==> config.mk <==
export PLATFORM = sky130hd
export DESIGN_NAME = sobel_frame_ctrl
export DESIGN_NICKNAME = d
export VERILOG_FILES = /design/src/rtl/sobel_frame_ctrl.sv
export SDC_FILE = /design/constraint.sdc
export NUM_CORES = 1
export LEC_CHECK = 0
export BUFFER_PORTS_ARGS = -buffer_cell sky130_fd_sc_hd__buf_2
export CELL_PAD_IN_SITES_DETAIL_PLACEMENT = 0
export CELL_PAD_IN_SITES_GLOBAL_PLACEMENT = 1
export CORE_ASPECT_RATIO = 0.8
export CORE_MARGIN = 2
export CORE_UTILIZATION = 41
export CTS_CLUSTER_SIZE = 28
export DETAILED_ROUTE_END_ITERATION = 10
export MAX_ROUTING_LAYER = met4
export PLACE_DENSITY = 0.85
export SLEW_MARGIN = 20
export SYNTH_ARGS = -nofsm -noshare
export SYNTH_HDL_FRONTEND = slang
export SYNTH_SLANG_ARGS = --single-unit
==> constraint.sdc <==
create_clock -name clk -period 2.31 [get_ports clk]
set_input_delay 0.3465 -clock clk [delete_from_list [all_inputs] [get_ports clk]]
set_output_delay 0.3465 -clock clk [all_outputs]
set_load 0.1 [all_outputs]
==> src/rtl/sobel_frame_ctrl.sv <==
// Frame sequencer: streams the input RAM into the Sobel kernel in raster order and
// writes kernel results to the output RAM. Define SOBEL_FRAME_CTRL_PERF_EN to add cyc_cnt_o.
module sobel_frame_ctrl #(
  parameter int IMG_W    = 64,
  parameter int IMG_H    = 64,
  parameter int ADDR_W   = 12,
  parameter int DRAIN_TO = 16
) (
  input  logic              clk,
  input  logic              rst,
  input  logic              start_i,
  input  logic              pause_i,
  output logic              rd_en_o,
  output logic [ADDR_W-1:0] rd_addr_o,
  input  logic [7:0]        rd_data_i,
  output logic [7:0]        pix_o,
  output logic              pix_valid_o,
  input  logic [7:0]        k_gray_i,
  input  logic              k_valid_i,
  output logic              wr_en_o,
  output logic [ADDR_W-1:0] wr_addr_o,
  output logic [7:0]        wr_data_o,
  output logic              busy_o,
  output logic              done_o,
  output logic              err_o
`ifdef SOBEL_FRAME_CTRL_PERF_EN
  ,
  output logic [31:0]       cyc_cnt_o
`endif
);

  localparam int NPIX   = IMG_W * IMG_H;
  localparam int NOUT   = (IMG_W - 2) * (IMG_H - 2);
  localparam int IDLE_W = $clog2(DRAIN_TO + 1);

  localparam logic [ADDR_W-1:0] LAST_RD = ADDR_W'(NPIX - 1);
  localparam logic [ADDR_W-1:0] NOUT_A  = ADDR_W'(NOUT);
  localparam logic [IDLE_W-1:0] TO_LAST = IDLE_W'(DRAIN_TO - 1);

  typedef enum logic [1:0] {
    S_IDLE  = 2'd0,
    S_FETCH = 2'd1,
    S_DRAIN = 2'd2,
    S_DONE  = 2'd3
  } state_t;

  state_t            state_reg;
  logic [ADDR_W-1:0] rd_addr_reg;
  logic [ADDR_W-1:0] wr_cnt_reg;
  logic [ADDR_W-1:0] wr_addr_reg;
  logic [7:0]        wr_data_reg;
  logic              wr_en_reg;
  logic [7:0]        pix_reg;
  logic              pix_valid_reg;
  logic [IDLE_W-1:0] idle_cnt_reg;
  logic              busy_reg;
  logic              done_reg;
  logic              err_reg;

  logic in_frame;
  logic fetch_go;
  logic wr_go;

  always_comb begin
    in_frame = (state_reg == S_FETCH) || (state_reg == S_DRAIN);
    fetch_go = (state_reg == S_FETCH) && !pause_i;
    wr_go    = in_frame && k_valid_i && (wr_cnt_reg < NOUT_A);
  end

  always_ff @(posedge clk or posedge rst) begin
    if (rst) begin
      state_reg     <= S_IDLE;
      rd_addr_reg   <= '0;
      wr_cnt_reg    <= '0;
      wr_addr_reg   <= '0;
      wr_data_reg   <= '0;
      wr_en_reg     <= 1'b0;
      pix_reg       <= '0;
      pix_valid_reg <= 1'b0;
      idle_cnt_reg  <= '0;
      busy_reg      <= 1'b0;
      done_reg      <= 1'b0;
      err_reg       <= 1'b0;
    end else begin
      // RAM data for a fetch arrives one cycle after the read strobe.
      pix_valid_reg <= fetch_go;
      pix_reg       <= rd_data_i;

      wr_en_reg <= wr_go;
      if (wr_go) begin
        wr_addr_reg <= wr_cnt_reg;
        wr_data_reg <= k_gray_i;
        wr_cnt_reg  <= wr_cnt_reg + 1'b1;
      end

      done_reg <= 1'b0;

      case (state_reg)
        S_IDLE: begin
          if (start_i) begin
            state_reg    <= S_FETCH;
            busy_reg     <= 1'b1;
            err_reg      <= 1'b0;
            rd_addr_reg  <= '0;
            wr_cnt_reg   <= '0;
            idle_cnt_reg <= '0;
          end
        end
        S_FETCH: begin
          if (fetch_go) begin
            if (rd_addr_reg == LAST_RD) begin
              state_reg    <= S_DRAIN;
              idle_cnt_reg <= '0;
            end else begin
              rd_addr_reg <= rd_addr_reg + 1'b1;
            end
          end
        end
        S_DRAIN: begin
          // Completion outranks timeout so a finished frame never reports err_o.
          if (wr_cnt_reg == NOUT_A) begin
            state_reg <= S_DONE;
            done_reg  <= 1'b1;
          end else if (k_valid_i) begin
            idle_cnt_reg <= '0;
          end else if (idle_cnt_reg == TO_LAST) begin
            state_reg <= S_DONE;
            done_reg  <= 1'b1;
            err_reg   <= 1'b1;
          end else begin
            idle_cnt_reg <= idle_cnt_reg + 1'b1;
          end
        end
        S_DONE: begin
          state_reg <= S_IDLE;
          busy_reg  <= 1'b0;
        end
        default: state_reg <= S_IDLE;
      endcase
    end
  end

`ifdef SOBEL_FRAME_CTRL_PERF_EN
  logic [31:0] cyc_cnt_reg;

  always_ff @(posedge clk or posedge rst) begin
    if (rst) begin
      cyc_cnt_reg <= '0;
    end else if ((state_reg == S_IDLE) && start_i) begin
      cyc_cnt_reg <= '0;
    end else if (busy_reg) begin
      cyc_cnt_reg <= cyc_cnt_reg + 32'd1;
    end
  end

  assign cyc_cnt_o = cyc_cnt_reg;
`endif

  assign rd_en_o     = fetch_go;
  assign rd_addr_o   = rd_addr_reg;
  assign pix_o       = pix_reg;
  assign pix_valid_o = pix_valid_reg;
  assign wr_en_o     = wr_en_reg;
  assign wr_addr_o   = wr_addr_reg;
  assign wr_data_o   = wr_data_reg;
  assign busy_o      = busy_reg;
  assign done_o      = done_reg;
  assign err_o       = err_reg;

endmodule
==> results of run 1 <==
==> placed cells by master (no fill, tap or decap), drive strengths merged, types with 9 or more instances in the layout <==
cell type	synthesis	layout
a21oi	15	15
mux2	17	17
buf	2	75
o21ai	17	17
dfrtp	64	64
clkbuf	6	10
inv	15	15
nor2	19	19
ha	9	9
nand2	22	22
==> per-layer routing <==
| metal | wire length (microns) | global-route usage |
|---|---|---|
| met1 | 2920 | 0.231 |
| met5 | 0 | - |
| met4 | 59 | 0.0411 |
| met3 | 389 | 0.0587 |
| met2 | 2600 | 0.245 |
==> how the worst min path moves through the flow <==
stage	start	to	slack [ns]	depth (start not counted)
after floorplan	rd_data_i[0]	pix_o[0]	0.38	0
after global placement	rst	wr_addr_o[5]	0.44	2
after detailed placement	rst	pix_o[0]	0.43	2
after CTS	rst	wr_addr_o[5]	0.06	2
after global routing	rst	pix_o[5]	0.08	2
final	rst	wr_addr_o[5]	0.04	2
==> area by class of cell <==
class / instances / share of cell area
flip-flops and latches: 64 / 0.440
multi-input cells: 177 / 0.334
repair buffers: 75 / 0.112
clock buffers: 10 / 0.0375
clock inverters: 6 / 0.0317
well taps: 87 / 0.0297
inverters: 15 / 0.0153
==> stage by stage <==
| step | power, uW | worst slack [ns] | utilization | instance area (sq um) |
|---|---|---|---|---|
| 5_1_grt | 5350 | 0.0420 | 0.532 | 3670 |
| 3_3_place_gp | 3880 | 0.226 | 0.495 | 3410 |
| 6_report | 5080 | 0.186 | 0.532 | 3670 |
| 4_1_cts | 5120 | 0.189 | 0.532 | 3670 |
| 3_5_place_dp | 3910 | 0.201 | 0.495 | 3410 |
| 2_1_floorplan | 3440 | 0.0576 | - | 2930 |
==> cell families after synthesis <==
group / Yosys count
muxes: 23
DFF: 64
AOI/OAI and AO/OA: 53
xor gates and xnor gates: 8
buffers and inverters: 23
adders and majority gates: 9
and+or+nand+nor: 84
==> where the power goes <==
| part | switching (uW) | internal (uW) |
|---|---|---|
| Sequential | 152 | 1340 |
| Clock | 444 | 751 |
| Combinational | 1820 | 573 |
==> impl_metrics.prom, run 1 <==
# TYPE chip_impl_metric gauge
chip_impl_metric{name="grt_pass1_vias",unit=""} 2138
chip_impl_metric{name="yosys.area_share.xor_xnor",unit=""} 0.0240
chip_impl_metric{name="place.port_buffers",unit=""} 66
chip_impl_info{name="endpoint",value="state_reg[1]"} 1
chip_impl_info{name="critPathKind",value="reg -> reg"} 1
chip_impl_metric{name="compound_gate_fraction_of_synth_area",unit=""} 0.124
chip_impl_metric{name="cts_h_tree_depth",unit=""} 3
chip_impl_metric{name="multi_input_area",unit="sq um"} 1220
chip_impl_metric{name="tritoncts_num_sinks",unit=""} 64
chip_impl_metric{name="critical_path_buf_inv_count",unit=""} 0
chip_impl_metric{name="yosys.area_share.adder",unit=""} 0.0386
chip_impl_metric{name="post_cts_resize_count",unit=""} 0
chip_impl_metric{name="fin_skew",unit="ns"} 0.00818
chip_impl_metric{name="ctsLongestPathBuffers",unit=""} 2
chip_impl_metric{name="synth_cell_types",unit=""} 49
chip_impl_info{name="critPathLaunch",value="wr_cnt_reg[4]"} 1
chip_impl_metric{name="antenna_violating_nets_post_route",unit=""} 0
chip_impl_metric{name="drcViolationCount",unit=""} 0
chip_impl_metric{name="finalSetupViolations",unit=""} 0
chip_impl_metric{name="n_fill_cell",unit=""} 622
chip_impl_metric{name="synth_enable_flop_cells",unit=""} 0
chip_impl_metric{name="post_cts_hold_buffer_count",unit=""} 0
chip_impl_info{name="tritoncts_clock_tree",value="yes"} 1
chip_impl_metric{name="ys_warn_count",unit=""} 0
chip_impl_info{name="highest_delay_cell_along_the_critical_path",value="sky130_fd_sc_hd__or4_4"} 1
chip_impl_metric{name="fmaxAchievable",unit="MHz"} 471
chip_impl_metric{name="register_area",unit="sq um"} 1620
chip_impl_metric{name="track_usage",unit=""} 0.169
chip_impl_metric{name="cts-buffers-inserted",unit=""} 9
chip_impl_metric{name="ports_placed_on_the_boundary",unit=""} 67
chip_impl_info{name="ys_dominant_reg_cell",value="sky130_fd_sc_hd__dfrtp_1"} 1
chip_impl_metric{name="syn-mean-instance-area",unit="sq um"} 11.0
chip_impl_metric{name="power.leakage",unit="uW"} 0.00179
chip_impl_info{name="yosys.cell_count.top_type",value="sky130_fd_sc_hd__dfrtp_1"} 1
chip_impl_metric{name="final_layout_size_suffix_gt1_frac",unit=""} 0.369
chip_impl_metric{name="power_density",unit="nW/um^2"} 1390
chip_impl_metric{name="synth_async_sr_flop_share",unit=""} 1.00
chip_impl_metric{name="report.final.hold_viol_count",unit=""} 0
chip_impl_metric{name="cp_data_arrival_time",unit="ns"} 2.35
chip_impl_metric{name="postSynthCellCount",unit=""} 264
chip_impl_metric{name="dp_hpwl",unit="microns"} 4260
chip_impl_metric{name="die_area",unit="sq um"} 7800
chip_impl_metric{name="syn_nets",unit=""} 294
chip_impl_metric{name="timing.critical_path.fanout_max",unit=""} 5
chip_impl_metric{name="share_of_synthesized_cell_area_in_and_or_nand_and_nor_gates",unit=""} 0.147
chip_impl_metric{name="synth.top_cell.area_share",unit=""} 0.550
chip_impl_info{name="critical_path.reg2reg.endpoint",value="state_reg[1]"} 1
chip_impl_metric{name="first_pass_iters",unit=""} 4
chip_impl_metric{name="routability_congestion_estimate",unit=""} 0.760
chip_impl_info{name="yosys-top-cells-area",value="sky130_fd_sc_hd__dfrtp_1 55%, sky130_fd_sc_hd__mux2_2 6.2%, sky130_fd_sc_hd__ha_1 3.9%, sky130_fd_sc_hd__nand2_1 2.8%, sky130_fd_sc_hd__o21ai_0 2.4%"} 1
chip_impl_metric{name="synth.ff_latch_count",unit=""} 64
chip_impl_metric{name="max_cap_violation_count",unit=""} 0
chip_impl_metric{name="max-vdd-ir-drop",unit="mV"} 0.643
chip_impl_metric{name="grt_pass1_wl",unit="microns"} 10300
chip_impl_metric{name="wirelength",unit="microns"} 5970
chip_impl_metric{name="fin_setup_tns",unit="ns"} 0
chip_impl_metric{name="overflow",unit=""} 0
chip_impl_info{name="status",value="completed"} 1
chip_impl_metric{name="n_antenna_cell",unit=""} 0
chip_impl_metric{name="cts.reportedPaths.clkPinSlew",unit="ns"} 0.08
chip_impl_metric{name="cp.required",unit="ns"} 2.53
chip_impl_metric{name="initial_core_util",unit=""} 0.423
chip_impl_metric{name="post_cts.repair.setup_buffers",unit=""} 0
chip_impl_metric{name="drt_first_iter_violations",unit=""} 97
chip_impl_metric{name="hold_slack",unit="ns"} 0.0413
chip_impl_metric{name="design.final.nets",unit=""} 372
chip_impl_metric{name="reg2regPathDepth",unit=""} 4
chip_impl_metric{name="pin_count_of_the_biggest_net_entering_global_routing",unit=""} 28
chip_impl_info{name="yosysTopAreaCell",value="sky130_fd_sc_hd__dfrtp_1"} 1
chip_impl_metric{name="final_cycle_share",unit=""} 0.919
chip_impl_metric{name="placedCellCount",unit=""} 418
chip_impl_info{name="worst_path_top_cell_family_by_delay",value="compound AO/OA/AOI/OAI gates"} 1
chip_impl_metric{name="synthToLayoutAreaGrowth",unit="%"} 25.9
chip_impl_metric{name="period_minus_ws_final",unit="ns"} 2.12
chip_impl_metric{name="source_to_sink_clock_delay_at_the_later_pin_of_the_worst_skew_pair",unit="ns"} 0.34
chip_impl_metric{name="layout.cells.non_filler",unit=""} 434
chip_impl_info{name="rsz_0062_raised_after_global_routing",value="false"} 1
chip_impl_info{name="synth.cells.most_frequent",value="64 x sky130_fd_sc_hd__dfrtp_1, 22 x sky130_fd_sc_hd__nand2_1, 18 x sky130_fd_sc_hd__nor2_1"} 1
chip_impl_info{name="worst_hold_path_type",value="in -> async"} 1
chip_impl_metric{name="site_rows",unit=""} 27
chip_impl_metric{name="route.detailed.vias_per_inst",unit=""} 5.09
chip_impl_metric{name="drt-wirelength-per-cell",unit="microns"} 13.8
chip_impl_metric{name="core_area",unit="sq um"} 6890
chip_impl_info{name="regToRegStartpoint",value="wr_cnt_reg[4]"} 1
chip_impl_info{name="synth_top_family_by_area",value="simple AND/OR/NAND/NOR gates"} 1
chip_impl_metric{name="post_synth_instance_area",unit="sq um"} 2910
chip_impl_info{name="critical_path.startpoint_type",value="flop"} 1
chip_impl_metric{name="worst-path-stages",unit=""} 4
chip_impl_metric{name="die_x",unit="microns"} 98.3
chip_impl_metric{name="dr_total_vias",unit=""} 2211
chip_impl_metric{name="synth_sequential_area_ratio",unit=""} 0.550
chip_impl_metric{name="measured_slew_at_the_worst_slew_check_pin",unit="ns"} 0.552
chip_impl_metric{name="mux_contribution_to_synthesized_area",unit=""} 0.0863
chip_impl_metric{name="grt_antenna_before_repair",unit=""} 0
chip_impl_info{name="clockRootBuffer",value="sky130_fd_sc_hd__clkbuf_8"} 1
chip_impl_metric{name="timing.max_slew.rel_slack",unit=""} 0.628
chip_impl_metric{name="worst_path_largest_cell_delay",unit="ns"} 0.53
chip_impl_info{name="crit_path_cell_trace",value="or4_4 -> o41a_1 -> a21oi_2 -> mux2_1"} 1
chip_impl_metric{name="ff2ff_setup_slack",unit="ns"} 0.19
chip_impl_info{name="setup.worst_path.end_class",value="flop"} 1
chip_impl_metric{name="fp.dieH",unit="microns"} 79.4
chip_impl_metric{name="count_of_final_max_slew_check_failures",unit=""} 0
(Power assumes the default switching activity.)
==> run 2, diff against run 1 <==
Settings changed: CELL_PAD_IN_SITES_DETAIL_PLACEMENT 0 to not set, CELL_PAD_IN_SITES_GLOBAL_PLACEMENT 1 to not set, CORE_UTILIZATION 41 to 50, PLACE_DENSITY 0.85 to 0.82.
==> run 2 against run 1 <==
Die area is 17% lower. Power is 4.2% lower. Sequential power hardly changed. Non-clock buffer count stayed put. Clock power is 18% lower. First-iteration DRC count is 35% higher. Worst hold slack better by 0.028 ns. Clock skew is 0.0020 ns lower. Count of clock-buffer cells in the layout is 1 higher. Cell count is 2.1% lower. Register-to-register slack worse by 0.02 ns. Routed wire length is 1.3% lower.
==> impl_metrics.prom, run 2 (same netlist as run 1, synthesis figures left out) <==
# TYPE chip_impl_metric gauge
chip_impl_metric{name="max_cap_violation_count",unit=""} 0
chip_impl_metric{name="cts.reportedPaths.clkPinSlew",unit="ns"} 0.07
chip_impl_metric{name="wirelength",unit="microns"} 5890
chip_impl_metric{name="met2RoutedLength",unit="microns"} 2880
chip_impl_metric{name="track_usage",unit=""} 0.211
chip_impl_metric{name="antenna_violating_nets_post_route",unit=""} 0
chip_impl_metric{name="fin_skew",unit="ns"} 0.00617
chip_impl_metric{name="core_area",unit="sq um"} 5530
chip_impl_metric{name="placement.cell_area",unit="sq um"} 3420
chip_impl_metric{name="count_of_final_max_slew_check_failures",unit=""} 0
chip_impl_metric{name="post_cts.repair.setup_buffers",unit=""} 0
chip_impl_metric{name="max-vdd-ir-drop",unit="mV"} 0.648
chip_impl_metric{name="route.detailed.vias_per_inst",unit=""} 5.32
chip_impl_metric{name="source_to_sink_clock_delay_at_the_later_pin_of_the_worst_skew_pair",unit="ns"} 0.34
chip_impl_info{name="clockRootBuffer",value="sky130_fd_sc_hd__clkbuf_8"} 1
chip_impl_metric{name="met3WireLength",unit="microns"} 257
chip_impl_metric{name="cp_data_arrival_time",unit="ns"} 2.37
chip_impl_info{name="tritoncts_clock_tree",value="yes"} 1
chip_impl_metric{name="die_area",unit="sq um"} 6460
chip_impl_metric{name="final_cycle_share",unit=""} 0.926
chip_impl_metric{name="fin_setup_tns",unit="ns"} 0
chip_impl_info{name="rsz_0062_raised_after_global_routing",value="false"} 1
chip_impl_metric{name="finalSetupViolations",unit=""} 0
chip_impl_info{name="critPathKind",value="reg -> reg"} 1
chip_impl_metric{name="drt_first_iter_violations",unit=""} 131
chip_impl_metric{name="report.final.hold_viol_count",unit=""} 0
chip_impl_metric{name="ports_placed_on_the_boundary",unit=""} 67
chip_impl_info{name="critical_path.startpoint_type",value="flop"} 1
chip_impl_info{name="regToRegStartpoint",value="wr_cnt_reg[5]"} 1
chip_impl_info{name="setup.worst_path.end_class",value="flop"} 1
chip_impl_info{name="critPathLaunch",value="wr_cnt_reg[5]"} 1
chip_impl_metric{name="totalPowerFinal",unit="uW"} 4870
chip_impl_metric{name="die_x",unit="microns"} 89.4
chip_impl_metric{name="ctsLongestPathBuffers",unit=""} 2
chip_impl_metric{name="post_cts_hold_buffer_count",unit=""} 0
chip_impl_metric{name="hold_slack",unit="ns"} 0.0693
chip_impl_metric{name="ff2ff_setup_slack",unit="ns"} 0.17
chip_impl_metric{name="power_density",unit="nW/um^2"} 1340
chip_impl_metric{name="period_minus_ws_final",unit="ns"} 2.14
chip_impl_metric{name="routability_congestion_estimate",unit=""} 0.823
chip_impl_metric{name="initial_core_util",unit=""} 0.527
chip_impl_info{name="commonest_non_fill_non_tap_cells_in_the_layout",value="66 x sky130_fd_sc_hd__buf_2, 53 x sky130_fd_sc_hd__dfrtp_1, 22 x sky130_fd_sc_hd__nand2_1, 18 x sky130_fd_sc_hd__nor2_1, 16 x sky130_fd_sc_hd__mux2_2"} 1
chip_impl_metric{name="site_rows",unit=""} 24
chip_impl_metric{name="pin_count_of_the_biggest_net_entering_global_routing",unit=""} 28
chip_impl_metric{name="design.final.nets",unit=""} 372
chip_impl_metric{name="dp_hpwl",unit="microns"} 4280
chip_impl_metric{name="drcViolationCount",unit=""} 0
chip_impl_metric{name="fmaxAchievable",unit="MHz"} 467
chip_impl_metric{name="final_layout_size_suffix_gt1_frac",unit=""} 0.369
chip_impl_metric{name="n_antenna_cell",unit=""} 0
chip_impl_metric{name="post_cts_resize_count",unit=""} 0
chip_impl_info{name="top_layer",value="met4"} 1
chip_impl_metric{name="overflow",unit=""} 0
chip_impl_info{name="layout_commonest_cell",value="sky130_fd_sc_hd__buf_2"} 1
chip_impl_metric{name="fp.dieH",unit="microns"} 72.3
chip_impl_metric{name="cts-buffers-inserted",unit=""} 9
chip_impl_metric{name="synthToLayoutAreaGrowth",unit="%"} 24.3
chip_impl_metric{name="grt_pass1_vias",unit=""} 2220
chip_impl_metric{name="dr_total_vias",unit=""} 2261
chip_impl_metric{name="cp.required",unit="ns"} 2.54
chip_impl_info{name="endpoint",value="state_reg[1]"} 1
chip_impl_metric{name="first_pass_iters",unit=""} 4
chip_impl_metric{name="finalInstanceArea",unit="sq um"} 3620
chip_impl_info{name="worst_hold_path_type",value="in -> async"} 1
chip_impl_metric{name="drt-wirelength-per-cell",unit="microns"} 13.9
chip_impl_metric{name="routedLengthMet1",unit="microns"} 2670
chip_impl_metric{name="measured_slew_at_the_worst_slew_check_pin",unit="ns"} 0.615
chip_impl_metric{name="reg2regPathDepth",unit=""} 4
chip_impl_metric{name="timing.max_slew.rel_slack",unit=""} 0.589
chip_impl_metric{name="timing.critical_path.fanout_max",unit=""} 5
chip_impl_metric{name="cts_h_tree_depth",unit=""} 3
chip_impl_info{name="status",value="completed"} 1
chip_impl_metric{name="power.leakage",unit="uW"} 0.00177
chip_impl_info{name="critical_path.reg2reg.endpoint",value="state_reg[1]"} 1
chip_impl_metric{name="grt_pass1_wl",unit="microns"} 9950
chip_impl_metric{name="n_fill_cell",unit=""} 466
chip_impl_metric{name="place.port_buffers",unit=""} 66
chip_impl_metric{name="grt_antenna_before_repair",unit=""} 0
chip_impl_metric{name="tritoncts_num_sinks",unit=""} 64
==> run 2: cell type report <==
class	instances	area, sq um	area share
multi-input combinational	177	1220	0.338
inverter	15	56.3	0.0155
tap	78	97.6	0.0269
clock inverter	5	55.1	0.0152
timing repair buffer	75	423	0.117
sequential	64	1620	0.446
clock buffer	11	151	0.0418
==> run 2: worst min-delay path by stage <==
stage,start,slack (ns),endpoint
floorplan,rd_data_i[0],0.38,pix_o[0]
global placement,rd_data_i[6],0.45,pix_o[6]
detailed placement,rst,0.46,pix_o[6]
CTS,rst,0.08,pix_o[6]
global route,rd_data_i[4],0.08,pix_o[4]
finish,rst,0.07,pix_o[6]
==> run 2: metal layers <==
layer | GRT usage | up-vias
li1 | - | 1095
met1 | 0.270 | 1101
met2 | 0.309 | 55
met3 | 0.0660 | 10
met4 | 0.0962 | 0
met5 | - | -
==> run 2: metrics by stage <==
stage / util / setup WS, ns / std cells
after floorplan: - / 0.0576 / 264
after global placement: 0.618 / 0.227 / 409
after detailed placement: 0.618 / 0.185 / 409
after CTS: 0.656 / 0.166 / 425
after global routing: 0.656 / 0.0647 / 425
final: 0.656 / 0.171 / 425
==> run 2: where the power goes <==
part | internal, uW | switching, uW | total [uW]
logic | 574 | 1830 | 2400
registers | 1340 | 148 | 1490
clock network | 553 | 429 | 981
total | 2460 | 2410 | 4870
==> run 2: worst max-delay path, stage by stage (launching register included) <==
cell	delay, ns
sky130_fd_sc_hd__dfrtp_1	0.41
sky130_fd_sc_hd__or4_4	0.56
sky130_fd_sc_hd__o41a_1	0.52
sky130_fd_sc_hd__a21oi_2	0.20
sky130_fd_sc_hd__mux2_1	0.34
